$ cat src/rtl/multi_cycle_ctrl.sv
// Multi-cycle control FSM for the RV32I-subset datapath (IF/ID/EX/MEM/WB sequencing).
// Define MC_PERF_CNT_EN to add the cycle_cnt / instret_cnt performance counters.
module multi_cycle_ctrl #(
    parameter int ST_W = 4
) (
    input  logic            clk,
    input  logic            reset,
    input  logic [4:0]      OPcode,
    input  logic [2:0]      Fun3,
    input  logic            Fun7,
    input  logic            zero,
    input  logic            blt,
    input  logic            MIO_ready,
    output logic            PCEN,
    output logic [1:0]      PCSource,
    output logic            IorD,
    output logic            IRWrite,
    output logic            MemRead,
    output logic            MemWrite,
    output logic            CPU_MIO,
    output logic [1:0]      ALUSrc_A,
    output logic [1:0]      ALUSrc_B,
    output logic [2:0]      ImmSel,
    output logic [2:0]      ALUC,
    output logic            Sign,
    output logic [1:0]      DatatoReg,
    output logic            RegWrite,
    output logic [ST_W-1:0] state
`ifdef MC_PERF_CNT_EN
    ,
    output logic [31:0]     cycle_cnt,
    output logic [31:0]     instret_cnt
`endif
);

    typedef enum logic [ST_W-1:0] {
        ST_IF, ST_ID, ST_EX_R, ST_EX_I, ST_EX_MA, ST_MEM_RD, ST_MEM_WR,
        ST_WB_R, ST_WB_LD, ST_EX_BR, ST_EX_JAL, ST_EX_JALR, ST_EX_LUI
    } state_t;

    localparam logic [4:0] OP_R    = 5'b01100;
    localparam logic [4:0] OP_I    = 5'b00100;
    localparam logic [4:0] OP_LW   = 5'b00000;
    localparam logic [4:0] OP_SW   = 5'b01000;
    localparam logic [4:0] OP_BR   = 5'b11000;
    localparam logic [4:0] OP_JAL  = 5'b11011;
    localparam logic [4:0] OP_JALR = 5'b11001;
    localparam logic [4:0] OP_LUI  = 5'b01101;

    state_t state_q, state_d;
    // Remembers whether the EX_R/EX_I funct was supported, so WB_R can suppress the write.
    logic   wb_en_q, wb_en_d;

    always_ff @(posedge clk or negedge reset) begin
        if (!reset) begin
            state_q <= ST_IF;
            wb_en_q <= 1'b0;
        end else begin
            state_q <= state_d;
            wb_en_q <= wb_en_d;
        end
    end

    always_comb begin
        state_d   = ST_IF;
        wb_en_d   = wb_en_q;
        PCEN      = 1'b0;
        PCSource  = 2'b00;
        IorD      = 1'b0;
        IRWrite   = 1'b0;
        MemRead   = 1'b0;
        MemWrite  = 1'b0;
        ALUSrc_A  = 2'b00;
        ALUSrc_B  = 2'b00;
        ImmSel    = 3'b000;
        ALUC      = 3'b000;
        Sign      = 1'b0;
        DatatoReg = 2'b00;
        RegWrite  = 1'b0;
        unique case (state_q)
            ST_IF: begin
                MemRead  = 1'b1;
                ALUSrc_B = 2'b01;
                ALUC     = 3'b010;
                if (MIO_ready) begin
                    IRWrite = 1'b1;
                    PCEN    = 1'b1;
                    state_d = ST_ID;
                end
            end
            ST_ID: begin
                ALUSrc_B = 2'b10;
                ImmSel   = (OPcode == OP_JAL) ? 3'b011 : 3'b010;
                ALUC     = 3'b010;
                case (OPcode)
                    OP_R:         state_d = ST_EX_R;
                    OP_I:         state_d = ST_EX_I;
                    OP_LW, OP_SW: state_d = ST_EX_MA;
                    OP_BR:        state_d = ST_EX_BR;
                    OP_JAL:       state_d = ST_EX_JAL;
                    OP_JALR:      state_d = ST_EX_JALR;
                    OP_LUI:       state_d = ST_EX_LUI;
                    default:      state_d = ST_IF;
                endcase
            end
            ST_EX_R: begin
                ALUSrc_A = 2'b01;
                Sign     = 1'b1;
                wb_en_d  = 1'b1;
                state_d  = ST_WB_R;
                case ({Fun3, Fun7})
                    4'b0000: ALUC = 3'b010;
                    4'b0001: ALUC = 3'b110;
                    4'b1110: ALUC = 3'b000;
                    4'b1100: ALUC = 3'b001;
                    4'b0100: ALUC = 3'b111;
                    4'b0110: begin ALUC = 3'b111; Sign = 1'b0; end
                    4'b1010: ALUC = 3'b101;
                    4'b1000: ALUC = 3'b011;
                    default: begin ALUC = 3'b010; wb_en_d = 1'b0; end
                endcase
            end
            ST_EX_I: begin
                ALUSrc_A = 2'b01;
                ALUSrc_B = 2'b10;
                Sign     = 1'b1;
                wb_en_d  = 1'b1;
                state_d  = ST_WB_R;
                case (Fun3)
                    3'b000:  ALUC = 3'b010;
                    3'b111:  ALUC = 3'b000;
                    3'b110:  ALUC = 3'b001;
                    3'b010:  ALUC = 3'b111;
                    3'b011:  begin ALUC = 3'b111; Sign = 1'b0; end
                    3'b101:  ALUC = 3'b101;
                    3'b100:  ALUC = 3'b011;
                    default: begin ALUC = 3'b010; wb_en_d = 1'b0; end
                endcase
            end
            ST_EX_MA: begin
                ALUSrc_A = 2'b01;
                ALUSrc_B = 2'b10;
                ALUC     = 3'b010;
                ImmSel   = (OPcode == OP_SW) ? 3'b001 : 3'b000;
                state_d  = (OPcode == OP_SW) ? ST_MEM_WR : ST_MEM_RD;
            end
            ST_MEM_RD: begin
                MemRead = 1'b1;
                IorD    = 1'b1;
                state_d = MIO_ready ? ST_WB_LD : ST_MEM_RD;
            end
            ST_MEM_WR: begin
                MemWrite = 1'b1;
                IorD     = 1'b1;
                state_d  = MIO_ready ? ST_IF : ST_MEM_WR;
            end
            ST_WB_R: begin
                RegWrite = wb_en_q;
            end
            ST_WB_LD: begin
                RegWrite  = 1'b1;
                DatatoReg = 2'b01;
            end
            ST_EX_BR: begin
                ALUSrc_A = 2'b01;
                PCSource = 2'b01;
                case (Fun3)
                    3'b000:  begin ALUC = 3'b110; PCEN = zero;  end
                    3'b001:  begin ALUC = 3'b110; PCEN = ~zero; end
                    3'b100:  begin ALUC = 3'b111; Sign = 1'b1; PCEN = blt; end
                    default: PCEN = 1'b0;
                endcase
            end
            ST_EX_JAL: begin
                PCEN      = 1'b1;
                PCSource  = 2'b01;
                RegWrite  = 1'b1;
                DatatoReg = 2'b10;
            end
            ST_EX_JALR: begin
                ALUSrc_A  = 2'b01;
                ALUSrc_B  = 2'b10;
                ALUC      = 3'b010;
                PCEN      = 1'b1;
                RegWrite  = 1'b1;
                DatatoReg = 2'b10;
            end
            ST_EX_LUI: begin
                ImmSel    = 3'b100;
                RegWrite  = 1'b1;
                DatatoReg = 2'b11;
            end
            default: state_d = ST_IF;
        endcase
        // Reset silences every control output immediately, not just at the next edge.
        if (!reset) begin
            PCEN      = 1'b0;
            PCSource  = 2'b00;
            IorD      = 1'b0;
            IRWrite   = 1'b0;
            MemRead   = 1'b0;
            MemWrite  = 1'b0;
            ALUSrc_A  = 2'b00;
            ALUSrc_B  = 2'b00;
            ImmSel    = 3'b000;
            ALUC      = 3'b000;
            Sign      = 1'b0;
            DatatoReg = 2'b00;
            RegWrite  = 1'b0;
        end
        CPU_MIO = MemRead | MemWrite;
    end

    assign state = state_q;

`ifdef MC_PERF_CNT_EN
    logic [31:0] cycle_cnt_q, cycle_cnt_d;
    logic [31:0] instret_cnt_q, instret_cnt_d;

    always_comb begin
        cycle_cnt_d   = cycle_cnt_q + 32'd1;
        instret_cnt_d = instret_cnt_q;
        if (state_d == ST_IF && state_q != ST_IF) begin
            instret_cnt_d = instret_cnt_q + 32'd1;
        end
    end

    always_ff @(posedge clk or negedge reset) begin
        if (!reset) begin
            cycle_cnt_q   <= '0;
            instret_cnt_q <= '0;
        end else begin
            cycle_cnt_q   <= cycle_cnt_d;
            instret_cnt_q <= instret_cnt_d;
        end
    end

    assign cycle_cnt   = cycle_cnt_q;
    assign instret_cnt = instret_cnt_q;
`endif

endmodule

$ cat config.mk
export PLATFORM = sky130hd
export DESIGN_NAME = multi_cycle_ctrl
export DESIGN_NICKNAME = d
export VERILOG_FILES = /design/src/rtl/multi_cycle_ctrl.sv
export SDC_FILE = /design/constraint.sdc
export NUM_CORES = 1
export LEC_CHECK = 0
export BUFFER_PORTS_ARGS = -buffer_cell sky130_fd_sc_hd__buf_2
export CORE_MARGIN = 2
export CORE_UTILIZATION = 45
export DETAILED_ROUTE_END_ITERATION = 10
export GPL_ROUTABILITY_DRIVEN = 0
export PLACE_DENSITY_LB_ADDON = 0.05
export RECOVER_POWER = 25
export SLEW_MARGIN = 20
export SYNTH_ARGS = -nofsm -noshare
export SYNTH_HDL_FRONTEND = slang
export SYNTH_SLANG_ARGS = --single-unit
export TNS_END_PERCENT = 10
$ cat constraint.sdc
create_clock -name clk -period 2.03 [get_ports clk]
set_input_delay 0.406 -clock clk [delete_from_list [all_inputs] [get_ports clk]]
set_output_delay 0.406 -clock clk [all_outputs]
set_load 0.02 [all_outputs]
==> impl_results.md <==
* TritonCTS clock tree: done
* FF-to-FF End: state[3]
* EDFF count, synth at 0
* Area Growth Syn to Fin at 38.55%
* Async set or reset register ratio after synthesis at 1.000
* Largest net degree at the start of global routing at 17
* Fill cell count at approximately 190
* Total number of vias at 1094
* H-tree levels at 1
* Setup WS post-layout at -50.47 ps
* Unrepaired setup endpoints after global routing: true
* Total power at 1426 µW
* FF-to-FF Start: state[2]
* I/O Buffers at 37
* Num CTS Buffers at 3
* Final setup fails at 2
* Final period util at 1.025
* CP bufs+invs at 1
* Sink Count at 5
* Slowest library cell on the worst path: or3b_4
* Combinational power share at 0.775
* Wirelength per Cell at around 12 µm
* WP data arrival at 1670 ps
* Fin crit period at 2080 ps
* Global route overflow at 0
* Sequential area share after synthesis at 0.1397
* Drt first pass iters at 4
* Int Power at between 700 and 800 µW
* Final number of max-transition violations at 0
* Overall routing resource usage at 0.2101
* Critical path peak fanout at 5
* Syn. warnings at 0
* Clock Skews at 5.228 ps
* CP max stage delay at 440 ps
* FP Rows at 16
* Initial DRC Count at 27
* Layout Utilization at 0.6458
* Clock power frac at 0.078
* Flop and latch count out of synthesis at 5
* NetSw at 718.8 µW
* Required time of the critical path at 1620 ps
* Layout net count at 188
* Antenna violations before repair at 0
* Pwr dens at 1149 nW/µm²
* CP top delay family: simple AND/OR/NAND/NOR gates
* Die H at 48.62 µm
* VDD IR max at 802.1 µV
* Die Area at 2364 µm²
* Switching part of the total power at 0.5041
* CTS clk-pin slew, worst paths at 40 ps
* Die Wd at 48.62 µm
* Post-DP HPWL at roughly 1.9 mm
* Drt via density at 5.470
* Clk root buf: clkbuf_4
* Top post-synthesis cells by count: 15 x nor2_1, 12 x a21oi_1, 9 x o21ai_0
* Worst skew pair latency at ~240 ps
* Vias in the first global route at 945
* Status: finished with violations
* Cell taking the most area after synthesis: dfrtp_1
* Cell with the most instances after synthesis: nor2_1
* Post-Route WL at 2.392 mm
* Post-synth top flop: dfrtp_1
* Core area at between 1500 and 2000 µm²
* DRC violations left at 0
* Worst Hold Class: input pin to async pin
* Clock tree buffer depth at 2
* R2r setup slk at 410 ps
* Top cell type's share of synthesized area at 0.1397
* Kind of critical path: flip-flop to output port
* Hold_buf cts at 0
* First-pass GRT wire length at 4.119 mm
* Post-synthesis average cell area at 6.839 µm²
* I/O Pins at 40
* Max-cap violation count at 0
* Power share of the sequential group at 0.147
* Fmax at 480.7 MHz
* Distinct cell type count after synthesis at 42
* Worst-path cell chain: or3b_4 -> nor4_2 -> a211oi_2 -> o31ai_2 -> buf_4
* Final hold vios at 0
* Post-synth design cell area at 895.9 µm²
* Failing checks: negative setup slack
* CP Capture Type: output port
* # diodes at 0
* Layout cell share with drive strength beyond 1 at 0.4277
* Leakage power at 0.0005741 µW
* Antenna Nets Post-Route at 0
* Worst setup SP type: flip-flop
* Synth area leaders: dfrtp_1 14%, a21oi_1 6.7%, nor2_1 6.3%
* Initial Utilization at 0.4661
* Gate count of the mapped netlist at around 130
* Worst Reg2Reg Path Length in Cells at 5
-- cell families after synthesis --
family,count (synthesis),share of synthesized area
other cells,1,0.004186
compound gates,39,0.2863
flops,5,0.1397
buf+inv,18,0.09916
simple gates,67,0.4581
mux,1,0.01257
-- how the worst max path moves through the flow --
stage | startpoint | to | depth (start not counted)
floorplan | state[3] | ImmSel[2] | 5
global placement | state[3] | ImmSel[0] | 6
detailed placement | state[0] | ALUC[0] | 5
CTS | state[3] | ALUC[2] | 5
global route | state[1] | ALUC[2] | 5
finish | state[1] | ALUC[2] | 5
-- power by group through the flow --
stage	combinational [µW]	sequential, µW	clock (µW)
6_report	1110	209	111
5_1_grt	1200	219	126
4_1_cts	1070	206	116
3_5_place_dp	982	210	0
3_3_place_gp	983	206	0
2_1_floorplan	703	200	0
-- per-stage QoR --
stage / TNS [ps] / setup WS (ps) / std cells / area (µm²) / hold WS (ps)
floorplan: -189.4 / -108.7 / 132 / 904.6 / 110.4
global placement: 0 / 116.8 / 191 / 1117 / 305.3
detailed placement: 0 / 111.8 / 191 / 1117 / 298.4
CTS: -116.8 / -55.94 / 200 / 1211 / 40.30
global route: -891.6 / -157.6 / 200 / 1241 / 54.34
finish: -66.42 / -50.47 / 200 / 1241 / 50.57
-- worst reg2reg max path, stage by stage (launching register included) --
cell and delay [ps]:
dfrtp_1 400, buf_4 170, nor4b_4 300, buf_4 160
nand2_1 100, o311ai_0 360
-- per-layer routing --
| layer | vias to the layer above | track usage | share of wire |
|---|---|---|---|
| met4 | 0 | 0.04762 | 0 |
| li1 | 554 | - | - |
| met5 | - | 0 | 0 |
| met3 | 0 | 0.01543 | 0.057 |
| met1 | 498 | 0.3098 | 0.48 |
| met2 | 42 | 0.3333 | 0.46 |
-- layout make-up --
class / count / area, µm² / share of cell area
inverter: 4 / 15.01 / 0.01210
timing repair buffer: 51 / 309.0 / 0.2490
tap: 27 / 33.78 / 0.02722
sequential: 5 / 127.6 / 0.1028
multi-input combinational: 109 / 729.5 / 0.5877
clock buffer: 4 / 26.28 / 0.02117
-- state kept, by name (all words and copies together), names as in the netlist --
register  cells
wb_en_q       1
state         4
-- repair_timing --
item                       CTS  global route
gates cloned                 0             0
setup endpoints to repair   15            14
buffers inserted             5             0
resized for setup           11            10
pin swaps                    2             2
-- cell usage in the layout (no fill, tap or decap), drive strengths merged, types with 2 or more instances in the layout --
cell type / instances
o32ai: 2
nand4: 2
nor2: 15
nor4b: 4
buf: 51
nor3: 7
clkbuf: 4
and3: 2
nand3: 6
o21ai: 9
nand2: 6
a211oi: 2
dfrtp: 5
nor2b: 9
conb: 2
nand2b: 4
inv: 4
o21a: 4
and2: 5
a21oi: 12
(Power assumes the default switching activity.)
